===== src/rtl/cdc_sync_filter.sv =====
// Multi-channel level synchroniser with per-channel debounce filter and registered rise/fall/any-change pulses.
// Latency: a stable input change sampled at edge 1 reaches out_data at edge STAGES+FILTER; pulses on that same edge.
// Backpressure: none; free-running level path, every channel independent, rst is synchronous active-high.
module cdc_sync_filter #(
    parameter int             N      = 1,
    parameter int             STAGES = 2,
    parameter int             FILTER = 1,
    parameter logic [N-1:0]   INIT   = '0
) (
    input  logic         clk,
    input  logic         rst,
    input  logic [N-1:0] in_data,
    output logic [N-1:0] out_data,
    output logic [N-1:0] rise,
    output logic [N-1:0] fall,
    output logic         any_change
);

    localparam int            CW       = (FILTER > 1) ? $clog2(FILTER) : 1;
    localparam logic [CW-1:0] CNT_LAST = CW'(FILTER - 1);

    if (STAGES < 2) begin : g_bad_stages
        $error("cdc_sync_filter: STAGES must be at least 2");
    end
    if (FILTER < 1) begin : g_bad_filter
        $error("cdc_sync_filter: FILTER must be at least 1");
    end

    logic [N-1:0] sync_vec;
    logic [N-1:0] upd_vec;

    for (genvar i = 0; i < N; i++) begin : g_ch
        logic [STAGES-1:0] chain;
        logic [CW-1:0]     cnt;
        logic              differs;

        // Plain flop chain, nothing combinational between stages.
        always_ff @(posedge clk) begin
            if (rst) begin
                chain <= {STAGES{INIT[i]}};
            end else begin
                chain <= {chain[STAGES-2:0], in_data[i]};
            end
        end

        assign sync_vec[i] = chain[STAGES-1];
        assign differs     = (chain[STAGES-1] != out_data[i]);
        assign upd_vec[i]  = differs && (cnt == CNT_LAST);

        // Any agreement with out_data discards a partial count.
        always_ff @(posedge clk) begin
            if (rst) begin
                cnt <= '0;
            end else if (!differs || upd_vec[i]) begin
                cnt <= '0;
            end else begin
                cnt <= cnt + 1'b1;
            end
        end
    end

    always_ff @(posedge clk) begin
        if (rst) begin
            out_data   <= INIT;
            rise       <= '0;
            fall       <= '0;
            any_change <= 1'b0;
        end else begin
            out_data   <= (out_data & ~upd_vec) | (sync_vec & upd_vec);
            rise       <= upd_vec & sync_vec;
            fall       <= upd_vec & ~sync_vec;
            any_change <= |upd_vec;
        end
    end

endmodule


===== config.mk =====
export PLATFORM = sky130hd
export DESIGN_NAME = cdc_sync_filter
export DESIGN_NICKNAME = d
export VERILOG_FILES = /design/src/rtl/cdc_sync_filter.sv
export SDC_FILE = /design/constraint.sdc
export NUM_CORES = 1
export LEC_CHECK = 0
export BUFFER_PORTS_ARGS = -buffer_cell sky130_fd_sc_hd__buf_4
export CORE_AREA = 2 2 39 41
export CTS_CLUSTER_DIAMETER = 80
export CTS_CLUSTER_SIZE = 14
export DETAILED_ROUTE_END_ITERATION = 16
export DIE_AREA = 0 0 41 43
export PLACE_DENSITY = 0.34
export RECOVER_POWER = 100
export SLEW_MARGIN = 10
export SYNTH_ARGS = -nofsm -noshare
export SYNTH_HDL_FRONTEND = slang
export SYNTH_SLANG_ARGS = --single-unit

===== constraint.sdc =====
create_clock -name clk -period 0.8 [get_ports clk]
set_input_delay 0.12 -clock clk [delete_from_list [all_inputs] [get_ports clk]]
set_output_delay 0.12 -clock clk [all_outputs]
set_load 0.05 [all_outputs]

After elaboration in Yosys (flattened, before gate mapping)
Index checks and enable logic that the tools add are counted.
{ "word_totals": {"register_bits": 7, "out_inout_bits": 4, "elab_cells": 19, "in_bits": 3} }
{ "classes": {"eq_ne": 1, "addsub": 1, "bitwise": 7, "n_reduce_logical": 4} }
{ "ops": {"columns": ["cell", "n"], "rows": [
  ["$and A1 B1 Y1", 3],
  ["$not A1 Y1", 3],
  ["$reduce_or A2 Y1", 1],
  ["$add A1 B1 Y1 const B", 1],
  ["$logic_and A1 B1 Y1", 1],
  ["$logic_not A1 Y1", 1],
  ["$logic_or A1 B1 Y1", 1],
  ["$ne A1 B1 Y1", 1],
  ["$or A1 B1 Y1", 1]
]} }

Depth between registers and ports, before layout
{ "depth": {"word_depth": 5, "mapped_depth": 2, "depth_no_buf": 2} }

Worst setup path before layout
No wires, ideal clock.
{ "synth_timing": {"path_type": "flip-flop to flip-flop", "start": "reg (tool-made name)", "end": "reg any_change", "slack_ns": -0.219, "period_less_slack_ns": 1.019, "setup_time_ns": 0.119, "arrival_time_ns": 0.900, "required_time_ns": 0.681, "n_path_buf": 0, "path_stages_with_launch": 3, "cell_sequence": "dfxtp_1 xnor2_1 nor3_2"} }
{ "synth_lines": {"columns": ["item", "line_no", "source"], "rows": [
  ["to (signal assigned)", "72", "any_change <= |upd_vec;"],
  ["to (decl)", "16", "output logic any_change"]
]} }

==> flow_summary.toml <==
[drt]
antenna_violating_nets_post_route = 0
drt-vias-per-instance = 3.35
drt_pass1_iterations = 2
drc = 0
postRouteWirelength_um = 377
drt-initial-drc-count = 1
vias = 144
routed_wire_length_per_instance_um = 8.77

[place]
globalplace.congestion = 0.633
io_buffer_count = 6
dpl_cell_area_um2 = 275
detailedPlacementHpwl_um = 246

[setup_path]
path_depth = 1
cp-start-kind = "register"
crit_end = "out_data"
timing.critical_path.buf_inv = 1
worst_ep_required_time_ns = 0.68
timing.critical_path.slowest_cell_delay_ns = 0.36
worst_reg_to_reg_path_cell_count = 3
regToRegSetupSlack_ns = -0.01
crit_path_cell_trace = "buf_8"
worst_r2r_endpoint = "any_change"
critPathSlowestCell = "sky130_fd_sc_hd__dfxtp_4"
setup.worst_path.end_class = "output pin"
max_fo_critical_path = 3
path_delay_family = "flip-flops"
criticalPathCategory = "register to output pin"
timing.critical_path.arrival_ns = 0.75

[floorplanning]
placeableCoreArea_mm2 = 0.00138
io_pins = 7
initial_core_util_pct = 14.9
full_die_area_mm2 = 0.00176
die_w_um = 41
die_h_um = 43
core.rowCount = 14

[yosys]
synth.distinct_cells = 8
synth_area_um2 = 206
synth-seq-cells = 7
ys.warnings.count = 0
synthFlopType = "sky130_fd_sc_hd__dfxtp_1"
synth-edff-count = 0
synthDominantAreaCellType = "sky130_fd_sc_hd__dfxtp_1"
fraction_of_registers_with_async_set_or_reset_after_synthesis_pct = 0
synth_nets = 19
synth_commonest_cells = "7 x sky130_fd_sc_hd__dfxtp_1, 2 x sky130_fd_sc_hd__nor2b_1, 2 x sky130_fd_sc_hd__nor4b_1"
most_area_consuming_cells_after_synthesis = "sky130_fd_sc_hd__dfxtp_1 68%, sky130_fd_sc_hd__nor4b_1 8.5%, sky130_fd_sc_hd__nor2b_1 6.1%, sky130_fd_sc_hd__mux2i_1 4.8%, sky130_fd_sc_hd__nor3_2 4.8%"
synthMostInstantiatedCell = "sky130_fd_sc_hd__dfxtp_1"
synth_sequential_area_ratio_pct = 67.9
netlist_instances = 16
netlist.area_leader.share_pct = 67.9
post_synth.cell_area_avg_um2 = 12.9

[clocking]
clockBufferDepth = 2
cts_root_buf = "sky130_fd_sc_hd__clkbuf_4"
numCtsBuffers = 3
clk_transition_reported_paths_ns = 0.05
clock_latency_at_the_later_pin_of_the_worst_skew_pair_ns = 0.25
tritoncts = "built"
ctsHtreeMaxLevel = 1
clock-sinks = 7

[timing]
layout_setup_ws_ns = -0.0701
worst_clock_skew_ns = 0.00562
min_period_over_period_pct = 109
max_freq_ghz = 1.15
final.min_clock_period_ns = 0.870
grt_setup_unrepaired = "true"
setup_viol_count_final = 6
final_hold_viol_count = 0
final-max-slew-violation-count = 0

[power_and_ir_drop]
power_density_mw_per_mm2 = 2020
vdd_drop_max_mv = 0.674
leakagePower_uw = 0.000139

[cells_and_area]
flow.area_growth_from_synthesis_pct = 78.8
fill_cells = 143
finish.utilization_pct = 26.7
antenna_cells_inserted = 0
drive_gt1_share_pct = 66.7
net_total_in_the_final_layout = 31
fin_area_um2 = 369

[global_routing]
global_route_wire_length_before_repair_um = 607
global_route.overflow_total = 0
track_usage_pct = 5.74
maximum_number_of_pins_on_one_net_before_global_route_repair = 7
grt_pass1_vias = 154
grt_antenna_before_repair = 0

[status]
status = "complete, but fails checks"
violated_checks = "negative setup slack"

[worst_hold_path]
worst_hold_path_type = "input pin to register"

[job]
max-cap-violations = 0
## layer usage
metal | GRT usage (%) | up-vias | part of all wire, %
li1 | - | 76 | -
met1 | 6.49 | 62 | 45
met2 | 6.88 | 6 | 46
met3 | 3.14 | 0 | 9.5
met4 | 6.00 | 0 | 0
met5 | 0 | - | 0
## what timing repair did
action	CTS	global route
endpoints found under the setup margin	4	8
hold buffers	0	0
setup buffers	1	0
pin swaps	1	1
gates resized for setup	13	3
## where the power goes
part	internal [µW]	leakage [µW]	switching, µW
registers	359	0.0000596	12.6
clock network	190	0.0000150	128
logic	27.7	0.0000644	27.5
## placed cells by master, fill, tap and decap left out, drive strengths merged
| master | synthesis | routed |
|---|---|---|
| dfxtp | 7 | 7 |
| buf | 0 | 6 |
| clkbuf | 0 | 5 |
| nor2b | 2 | 2 |
| nor4b | 2 | 2 |
| mux2i | 1 | 1 |
| nor2 | 1 | 1 |
| xnor2 | 1 | 1 |
| nor3 | 1 | 1 |
| conb | 1 | 1 |
## logic make-up (layout without fill, tap and decap cells)
kind of cell / count (synthesis) / after routing / synth area share (%)
other: 1 / 1 / 1.82
xor gates and xnor gates: 1 / 1 / 4.24
buffers and inverters: 0 / 11 / 0
DFF: 7 / 7 / 67.9
muxes: 1 / 1 / 4.85
and+or+nand+nor: 6 / 6 / 21.2
## cell type report
cell class	instances	area, µm²	area share (%)
multi-input combinational	9	95.1	25.8
timing repair buffer	7	78.8	21.4
sequential	7	149	40.3
clock buffer	4	26.3	7.12
tap	16	20.0	5.42
## metrics by stage
| step | instances | TNS, ns | total power (µW) | hold WS, ns | setup slack, ns |
|---|---|---|---|---|---|
| 2_1_floorplan | 16 | 0 | 397 | 0.183 | 0.0504 |
| 3_3_place_gp | 38 | 0 | 415 | 0.333 | 0.0632 |
| 3_5_place_dp | 38 | 0 | 417 | 0.338 | 0.0543 |
| 4_1_cts | 43 | -0.180 | 745 | 0.0792 | -0.0678 |
| 5_1_grt | 43 | -0.397 | 784 | 0.110 | -0.0958 |
| 6_report | 43 | -0.181 | 745 | 0.0896 | -0.0701 |
## worst min-delay path by stage
stage                       start  cells after the start  slack (ns)                to
after detailed placement      rst                      2        0.34          register
after global routing      in_data                      2        0.11  g_ch[0].chain[0]
after floorplan               rst                      1        0.18          register
after CTS                     rst                      2        0.08        any_change
after global placement        rst                      2        0.33          register
final                     in_data                      2        0.09  g_ch[0].chain[0]
## worst register-to-register path: cells and delay by family, from the launching register on
kind,cells,cell delay [ns]
DFF,1,0.35
buffers and inverters,1,0.15
xor gates and xnor gates,1,0.13
and+or+nand+nor,1,0.05
Power figures use the tool's default switching activity.
